## src/rtl/fetch_unit.sv

```systemverilog
`default_nettype none
// ============================================================================
//  Module      : fetch_unit
//  Description : Instruction-fetch stage. Owns the program counter, drives the
//                instruction memory address, presents the fetched instruction
//                to decode and selects the next PC from decode's jump request
//                through a 16-entry jump-target LUT. Contains the
//                IDLE/RUN/DONE run-control state machine.
//  Options     : FETCH_JMP_RELATIVE_EN - when defined, LUT entries are signed
//                PC-relative offsets instead of absolute jump targets.
//  Revision    : 1.0 - initial release
// ============================================================================
module fetch_unit #(
    parameter int                  PC_W       = 10,
    parameter int                  INSTR_W    = 9,
    parameter int                  LUT_DEPTH  = 16,
    parameter logic [INSTR_W-1:0]  HALT_INSTR = 9'h1FF
) (
    input  logic                clk,
    input  logic                reset_n,
    input  logic                start,
    input  logic [PC_W-1:0]     prog_len,
    input  logic                stall,
    input  logic                pc_jmp_en,
    input  logic [3:0]          lut_pointer,
    input  logic                lut_wr_en,
    input  logic [3:0]          lut_wr_addr,
    input  logic [PC_W-1:0]     lut_wr_data,
    output logic [PC_W-1:0]     imem_addr,
    input  logic [INSTR_W-1:0]  imem_data,
    output logic [INSTR_W-1:0]  instr,
    output logic                instr_valid,
    output logic                busy,
    output logic                done,
    output logic [15:0]         cycle_count
);

    // ------------------------------------------------------------------------
    // Constants and state encoding
    // ------------------------------------------------------------------------
    localparam logic [PC_W-1:0] C_PC_ZERO = '0;
    localparam logic [PC_W-1:0] C_PC_ONE  = {{(PC_W-1){1'b0}}, 1'b1};
    localparam logic [15:0]     C_CNT_MAX = 16'hFFFF;

    typedef enum logic [1:0] {
        ST_IDLE = 2'd0,
        ST_RUN  = 2'd1,
        ST_DONE = 2'd2
    } state_t;

    // ------------------------------------------------------------------------
    // Registers
    // ------------------------------------------------------------------------
    state_t             r_state;
    logic [PC_W-1:0]    r_pc;
    logic [15:0]        r_cnt;
    logic               r_busy;
    logic               r_done;
    logic [PC_W-1:0]    r_lut [LUT_DEPTH];

    // ------------------------------------------------------------------------
    // Combinational helpers
    // ------------------------------------------------------------------------
    logic               w_run;
    logic               w_halt;
    logic               w_at_last;
    logic               w_lut_wr;
    logic [PC_W-1:0]    w_lut_rd;
    logic [PC_W-1:0]    w_jmp_pc;
    logic [PC_W-1:0]    w_seq_pc;
    logic [15:0]        w_cnt_inc;

    // Decode the current instruction and derive every next-PC candidate.
    always_comb begin
        w_run     = (r_state == ST_RUN);
        w_halt    = (imem_data == HALT_INSTR);
        w_lut_wr  = lut_wr_en && (r_state != ST_RUN);
        w_lut_rd  = r_lut[lut_pointer];
        w_seq_pc  = r_pc + C_PC_ONE;
        // A zero program length means "no length limit": the run only ends on
        // a halt instruction, and the PC may wrap from all-ones back to zero.
        w_at_last = (prog_len != C_PC_ZERO) && (r_pc == (prog_len - C_PC_ONE));
        // The counter saturates rather than wrapping so long runs read as max.
        w_cnt_inc = (r_cnt == C_CNT_MAX) ? r_cnt : (r_cnt + 16'd1);
`ifdef FETCH_JMP_RELATIVE_EN
        // Offset is two's complement and already PC_W wide, so sign extension
        // to the PC width is the identity; the sum wraps modulo 2**PC_W.
        w_jmp_pc  = r_pc + w_lut_rd;
`else
        w_jmp_pc  = w_lut_rd;
`endif
    end

    // ------------------------------------------------------------------------
    // Jump-target LUT: one register per entry, writable only outside RUN so a
    // running program always sees a stable table.
    // ------------------------------------------------------------------------
    for (genvar k = 0; k < LUT_DEPTH; k++) begin : g_lut
        // Entry k captures write data when addressed by an accepted write.
        always_ff @(posedge clk or negedge reset_n) begin
            if (!reset_n) begin
                r_lut[k] <= '0;
            end else if (w_lut_wr && (lut_wr_addr == 4'(k))) begin
                r_lut[k] <= lut_wr_data;
            end
        end
    end

    // ------------------------------------------------------------------------
    // Run-control FSM with PC, executed-instruction counter and registered
    // busy/done state decodes.
    // ------------------------------------------------------------------------
    // Advance state, PC and counter; reset aborts any run immediately.
    always_ff @(posedge clk or negedge reset_n) begin
        if (!reset_n) begin
            r_state <= ST_IDLE;
            r_pc    <= '0;
            r_cnt   <= '0;
            r_busy  <= 1'b0;
            r_done  <= 1'b0;
        end else begin
            case (r_state)
                ST_IDLE: begin
                    if (start) begin
                        r_state <= ST_RUN;
                        r_pc    <= '0;
                        r_cnt   <= '0;
                        r_busy  <= 1'b1;
                        r_done  <= 1'b0;
                    end
                end

                ST_RUN: begin
                    // A stalled cycle freezes everything, including any jump
                    // decode presents during that cycle.
                    if (!stall) begin
                        r_cnt <= w_cnt_inc;
                        if (w_halt) begin
                            // Halt wins over a jump; the PC stays on the halt.
                            r_state <= ST_DONE;
                            r_busy  <= 1'b0;
                            r_done  <= 1'b1;
                        end else if (pc_jmp_en) begin
                            // A taken jump may land anywhere, including the
                            // last address or itself, so it outranks the
                            // end-of-program check.
                            r_pc <= w_jmp_pc;
                        end else if (w_at_last) begin
                            r_state <= ST_DONE;
                            r_busy  <= 1'b0;
                            r_done  <= 1'b1;
                        end else begin
                            r_pc <= w_seq_pc;
                        end
                    end
                end

                ST_DONE: begin
                    // PC and counter hold for readout until the next start.
                    if (start) begin
                        r_state <= ST_RUN;
                        r_pc    <= '0;
                        r_cnt   <= '0;
                        r_busy  <= 1'b1;
                        r_done  <= 1'b0;
                    end
                end

                default: begin
                    r_state <= ST_IDLE;
                    r_busy  <= 1'b0;
                    r_done  <= 1'b0;
                end
            endcase
        end
    end

    // ------------------------------------------------------------------------
    // Outputs
    // ------------------------------------------------------------------------
    // Instruction path is combinational so decode sees the fetch in-cycle.
    always_comb begin
        instr       = w_run ? imem_data : '0;
        instr_valid = w_run && !stall;
    end

    assign imem_addr   = r_pc;
    assign busy        = r_busy;
    assign done        = r_done;
    assign cycle_count = r_cnt;

endmodule
`default_nettype wire

```

## config.mk

```make
export PLATFORM = sky130hd
export DESIGN_NAME = fetch_unit
export DESIGN_NICKNAME = d
export VERILOG_FILES = /design/src/rtl/fetch_unit.sv
export SDC_FILE = /design/constraint.sdc
export NUM_CORES = 1
export LEC_CHECK = 0
export ABC_AREA = 1
export CAP_MARGIN = 20
export CORE_UTILIZATION = 40
export DETAILED_ROUTE_END_ITERATION = 10
export GPL_TIMING_DRIVEN = 1
export SYNTH_ARGS = -nofsm -noshare
export SYNTH_HDL_FRONTEND = slang
export SYNTH_SLANG_ARGS = --single-unit
```

## constraint.sdc

```tcl
create_clock -name clk -period 2.15 [get_ports clk]
set_input_delay 0.3225 -clock clk [delete_from_list [all_inputs] [get_ports clk]]
set_output_delay 0.3225 -clock clk [all_outputs]
set_load 0.05 [all_outputs]
```

==> metrics.csv, run 1 <==
metric,value,unit
status,completed,
layout cells sized above 1,9.18,%
All-Layer GR Usage,22.4,%
cell internal pwr,0.00812,W
Arrival @ worst endpoint,1.78,ns
Setup WS pre-CTS,-0.215,ns
switching part of the total,37.3,%
Clock Latency Late Sink,0.45,ns
1st-iter DRT viols,567,
data required time of the worst path,1.83,ns
core area,22900,um^2
placed cell areas,10800,um^2
share of power burned in registers,44.7,%
min cycle time layout,2.10,ns
routed wire length,25600,um
Finished Core Util,50.1,%
Pwr Density,1130,nW/um^2
Worst-path clk slew,0.08,ns
switching pwr,0.00483,W
# placed instances,1565,
RSZ-0062 raised after global routing,false,
total CTS buffers,17,
placer congestion estimate,0.831,
Syn Inst Count,1207,
"CP delay by family, top",buffers and inverters,
Max Cap Viol,0,
"Avg Cell Area, Syn",7.85,um^2
vias in the first global route,7945,
worst hold path class,primary input to async pin,
initial antenna violation count,0,
Max Slew Vio Count,0,
CTS H-Tree Depth,4,
Final Setup Violations,0,
Final ANT Viol Nets,0,
Max clock buf depth,2,
HPWL after DPL,17200,um
capturing element type of the critical path,output pin,
Comb pwr share,30.4,%
initial core utilization,41.3,%
TritonCTS clock tree,done,
Slew @ Worst Pin,0.614,ns
num ports,81,
total grt overflow,0,
via/cell ratio,5.18,
cells along the critical path,clkdlybuf4s50_1,
fmax,476,MHz
# clock sinks,189,
distinct cell type count after synthesis,45,
Rel. slew slack,59.0,%
Area growth syn-to-layout,21.2,%
Remaining DRCs,0,
die area,24300,um^2
WP buf/inv,1,
Clock power frac,24.9,%
Via Count,8280,
Clock Skew,0.0192,ns
Post-synth EDFFs,0,
Rows,55,
VDD IR max,456,uV
Leakage,5.28,nW
Post-CTS Setup Bufs,0,
Chip Height,156,um
"Max FO, Critical Path",5,
fin area,11500,um^2
CP Launch Type,flop,
"commonest non-fill, non-tap cell in the layout",nand2_1,
post-synth net total,1253,
final hold slack,0.417,ns
ANT cells,0,
synthesized cell area,9470,um^2
"Seq/Total Area, Yosys",49.9,%
CP max stage delay,0.86,ns
nets,1318,
IO buf count,80,
"Primary FF master, synth",dfrtp_1,
largest net degree at the start of global routing,61,
global-route wire length before repair,42600,um
"FF+latch count, synth",189,
die width,156,um
final period utilization,97.8,%
"commonest non-fill, non-tap cells in the layout","305 x nand2_1, 229 x o21ai_0, 189 x dfrtp_1, 138 x nor2_1",
asr flop ratio synth,100,%
TritonRoute pass-1 iters,7,
critical path class,flop to output pin,
slowest CP cell,clkdlybuf4s50_1,
cell chosen for the clock root,clkbuf_16,
Final Non-Filler Cells,1598,
routed wire length per instance,16.0,um
setup ws final,0.0473,ns
endpoints failing hold,0,
Syn. warnings,0,
[routing by layer]
layer / up-vias / track usage [%] / share of wire (%)
met5: - / 0 / 0
met3: 25 / 2.83 / 3.6
met1: 3951 / 32.0 / 50
met2: 194 / 35.3 / 45
met4: 0 / 6.82 / 1.6
li1: 4110 / - / -
[stage by stage]
| stage | total power [W] | setup TNS (ns) |
|---|---|---|
| 6_report | 0.0129 | 0 |
| 3_3_place_gp | 0.00969 | -2.43 |
| 3_5_place_dp | 0.00979 | -2.48 |
| 4_1_cts | 0.0130 | 0 |
| 2_1_floorplan | 0.00843 | 0 |
| 5_1_grt | 0.0139 | 0 |
[Yosys cell counts, types with 7 or more instances]
| master | count | area share (%) |
|---|---|---|
| dfrtp_1 | 189 | 50 |
| o21ai_1 | 16 | 0.85 |
| inv_1 | 60 | 2.4 |
| o21ai_0 | 229 | 12 |
| a21oi_1 | 16 | 0.85 |
| xnor2_1 | 7 | 0.65 |
| o22ai_1 | 8 | 0.53 |
| nand2_1 | 306 | 12 |
| buf_2 | 30 | 1.6 |
| o221ai_1 | 15 | 1.4 |
| nor2_1 | 139 | 5.5 |
| clkbuf_1 | 41 | 1.6 |
| nand3_1 | 64 | 3.4 |
| o211ai_1 | 13 | 1.0 |
[layout make-up]
class | instances | area, um^2
Inverter | 70 | 269
Fill cell | 2246 | 11400
Multi-Input combinational cell | 868 | 4100
Clock inverter | 15 | 194
Tap cell | 313 | 392
Sequential cell | 189 | 4730
Timing Repair Buffer | 126 | 1370
Clock buffer | 17 | 425
[power groups by stage]
stage	Clock, W	Sequential, W	Combinational (W)
final	0.00322	0.00578	0.00394
after global routing	0.00342	0.00596	0.00448
after CTS	0.00329	0.00577	0.00398
after detailed placement	0	0.00582	0.00398
after global placement	0	0.00580	0.00389
after floorplan	0	0.00597	0.00246
[timing repair]
item / 4_1_cts / 5_1_grt
hold endpoints to repair: 57 / 0
endpoints found under the setup margin: 1 / 4
pin swaps: 0 / 1
resized for setup: 1 / 4
hold buffers: 1 / 0
[final timing paths]
kind / startpoint / to / slack, ns / cells after the start
max in group asynchronous: reset_n / r_lut[55]$_DFFE_PN0P_ / 1.07 / 3
max reg2reg: r_state[0]$_DFFE_PN0P_ / cycle_count[11]$_DFFE_PN0P_ / 0.28 / 11
min reg2reg: r_lut[60]$_DFFE_PN0P_ / r_lut[60]$_DFFE_PN0P_ / 0.48 / 2
max: imem_addr[9]$_DFFE_PN0P_ / imem_addr[9] / 0.05 / 1
min in group clk: r_lut[60]$_DFFE_PN0P_ / r_lut[60]$_DFFE_PN0P_ / 0.48 / 2
min: reset_n / r_lut[30]$_DFFE_PN0P_ / 0.42 / 2
[sequential cells by signal (all words and copies together) (netlist names)]
name,flops
r_state,2
imem_addr,10
cycle_count,16
r_lut,160
busy,1
[logic make-up (layout without fill, tap and decap cells)]
family	Yosys count	in the layout	share of synthesized area (%)
adder cells (fa/ha/maj)	3	3	0.396
AND/OR/NAND/NOR	542	542	23.8
XOR/XNOR	13	13	1.20
flip-flops	189	189	49.9
buffers and inverters	150	228	6.87
AO/OA/AOI/OAI	310	310	17.8
Note: power is estimated with default switching activity, not from simulation.
==> run 2: changes to the inputs <==
- SLEW_MARGIN: default -> 20
==> results of run 2 <==
Same layout as run 1: the final DEF is identical, and so are final timing and power.
==> run 3: changes to the inputs <==
- PLACE_DENSITY: default -> 0.7
- SETUP_SLACK_MARGIN: default -> 0.1
==> metrics.csv, run 3 (same netlist as run 1, synthesis figures left out) <==
metric,value,unit,change
status,completed,,
core area,22900,um^2,unchanged
"Max FO, Critical Path",4,,-1
ANT cells,0,,unchanged
Max Cap Viol,0,,unchanged
Top Usage Layer GRT,met2,,
Final Setup Violations,0,,unchanged
Rows,55,,unchanged
fmax,503,MHz,+5.9%
worst hold path class,primary input to async pin,,
GRT met2 Usage,33.7,%,-1.6 points
Final ANT Viol Nets,0,,unchanged
Clock Skew,0.0133,ns,-0.00586 ns
num ports,81,,unchanged
Chip Height,156,um,unchanged
share of power burned in registers,45.0,%,+0.3 points
RSZ-0062 raised after global routing,true,,
initial core utilization,41.3,%,unchanged
Area growth syn-to-layout,20.7,%,
"CP delay by family, top",buffers and inverters,,
Via Count,8400,,+1.4%
vias in the first global route,7952,,+0.088%
TritonRoute pass-1 iters,5,,-2
Final Non-Filler Cells,1594,,-0.25%
"commonest non-fill, non-tap cells in the layout","303 x nand2_1, 229 x o21ai_0, 189 x dfrtp_1, 137 x nor2_1, 64 x nand3_1",,
CP max stage delay,0.83,ns,-0.03 ns
via/cell ratio,5.27,,+1.7%
die area,24300,um^2,unchanged
Clock power frac,24.7,%,-0.2 points
nets,1314,,-0.30%
cell chosen for the clock root,clkbuf_16,,
# clock sinks,189,,unchanged
routing usage on met1,30.4,%,-1.6 points
Total Negative Setup Slacks,0,ns,unchanged
largest net degree at the start of global routing,63,,+3.3%
Pwr Total,0.0129,W,-0.49%
Pwr Density,1130,nW/um^2,about the same
Leakage,5.34,nW,+1.3%
Arrival @ worst endpoint,1.66,ns,-0.12 ns
Biggest register,r_lut,,
data required time of the worst path,1.83,ns,about the same
GR Layer Usage met3,3.81,%,+0.97 points
All-Layer GR Usage,21.5,%,-0.86 points
Max Slew Vio Count,0,,unchanged
max reg flops,160,,unchanged
# placed instances,1560,,-0.32%
slowest CP cell,clkdlybuf4s50_1,,
Remaining DRCs,0,,unchanged
cells along the critical path,clkdlybuf4s50_1,,
FILL cells,2220,,-1.2%
endpoints failing hold,0,,unchanged
Rel. slew slack,63.6,%,+4.5 points
die width,156,um,unchanged
layout cells sized above 1,9.29,%,+0.11 points
initial antenna violation count,0,,unchanged
Slew @ Worst Pin,0.546,ns,-0.0679 ns
Comb pwr share,30.3,%,about the same
critical path class,flop to output pin,,
routed wire length,24900,um,-2.6%
routed wire length per instance,15.7,um,-2.4%
HPWL after DPL,16200,um,-5.4%
CTS H-Tree Depth,4,,unchanged
Clock Latency Late Sink,0.45,ns,about the same
Worst-path clk slew,0.08,ns,about the same
total grt overflow,0,,unchanged
global-route wire length before repair,41300,um,-3.0%
TritonCTS clock tree,done,,
IO buf count,80,,unchanged
Max clock buf depth,2,,unchanged
switching pwr,0.00480,W,-0.60%
capturing element type of the critical path,output pin,,
switching part of the total,37.3,%,-0.041 points
final hold slack,0.432,ns,+0.0150 ns
total CTS buffers,17,,unchanged
WP buf/inv,1,,unchanged
VDD IR max,485,uV,+6.3%
min cycle time layout,1.99,ns,-0.116 ns
cell internal pwr,0.00808,W,-0.43%
CP Launch Type,flop,,
final period utilization,92.4,%,-5.4 points
"commonest non-fill, non-tap cell in the layout",nand2_1,,
1st-iter DRT viols,621,,+9.5%
Finished Core Util,49.9,%,-0.21 points
placer congestion estimate,0.881,,+6.1%
==> run 3: worst paths after layout <==
check | startpoint | endpoint | slack, ns | cells after the start
worst max-delay path | cycle_count[1]$_DFFE_PN0P_ | cycle_count[1] | 0.16 | 1
worst min-delay path | reset_n | r_lut[3]$_DFFE_PN0P_ | 0.43 | 2
worst max register to register | r_state[0]$_DFFE_PN0P_ | cycle_count[11]$_DFFE_PN0P_ | 0.26 | 11
worst min register to register | r_lut[14]$_DFFE_PN0P_ | r_lut[14]$_DFFE_PN0P_ | 0.48 | 2
max in group asynchronous | reset_n | r_lut[157]$_DFFE_PN0P_ | 0.93 | 3
min in group clk | r_lut[14]$_DFFE_PN0P_ | r_lut[14]$_DFFE_PN0P_ | 0.48 | 2
==> run 3: layout make-up <==
class	count	area [um^2]	area share, %
Sequential cell	189	4730	41.4
Timing Repair Buffer	122	1310	11.4
Clock buffer	18	439	3.84
Tap cell	313	392	3.43
Multi-Input combinational cell	868	4120	36.1
Inverter	70	269	2.35
Clock inverter	14	171	1.50
==> run 3: per-layer routing <==
layer,part of all wire (%),up-vias
met3,5.7,31
met2,45,253
li1,-,4106
met1,48,4010
met4,1.5,0
met5,0,-
==> run 3: metrics by stage <==
step	setup WS, ns	cell area, um^2
after floorplan	0.125	9470
after global placement	-0.146	10800
after detailed placement	-0.157	10800
after CTS	0.115	11400
after global routing	0.0892	11400
final	0.164	11400
==> run 3: power groups by stage <==
stage / Combinational (W) / Sequential [W] / Clock, W
3_5_place_dp: 0.00394 / 0.00582 / 0
3_3_place_gp: 0.00382 / 0.00578 / 0
4_1_cts: 0.00391 / 0.00577 / 0.00322
6_report: 0.00391 / 0.00580 / 0.00318
2_1_floorplan: 0.00246 / 0.00597 / 0
5_1_grt: 0.00444 / 0.00596 / 0.00335
==> run 3: what timing repair did <==
action / in CTS / in global routing
hold endpoints to repair: 58 / 0
resized for setup: 16 / 14
pin swaps: 1 / 0
endpoints found under the setup margin: 17 / 15
buffers inserted: 1 / 0
gates cloned: 0 / 0
hold buffers: 1 / 0
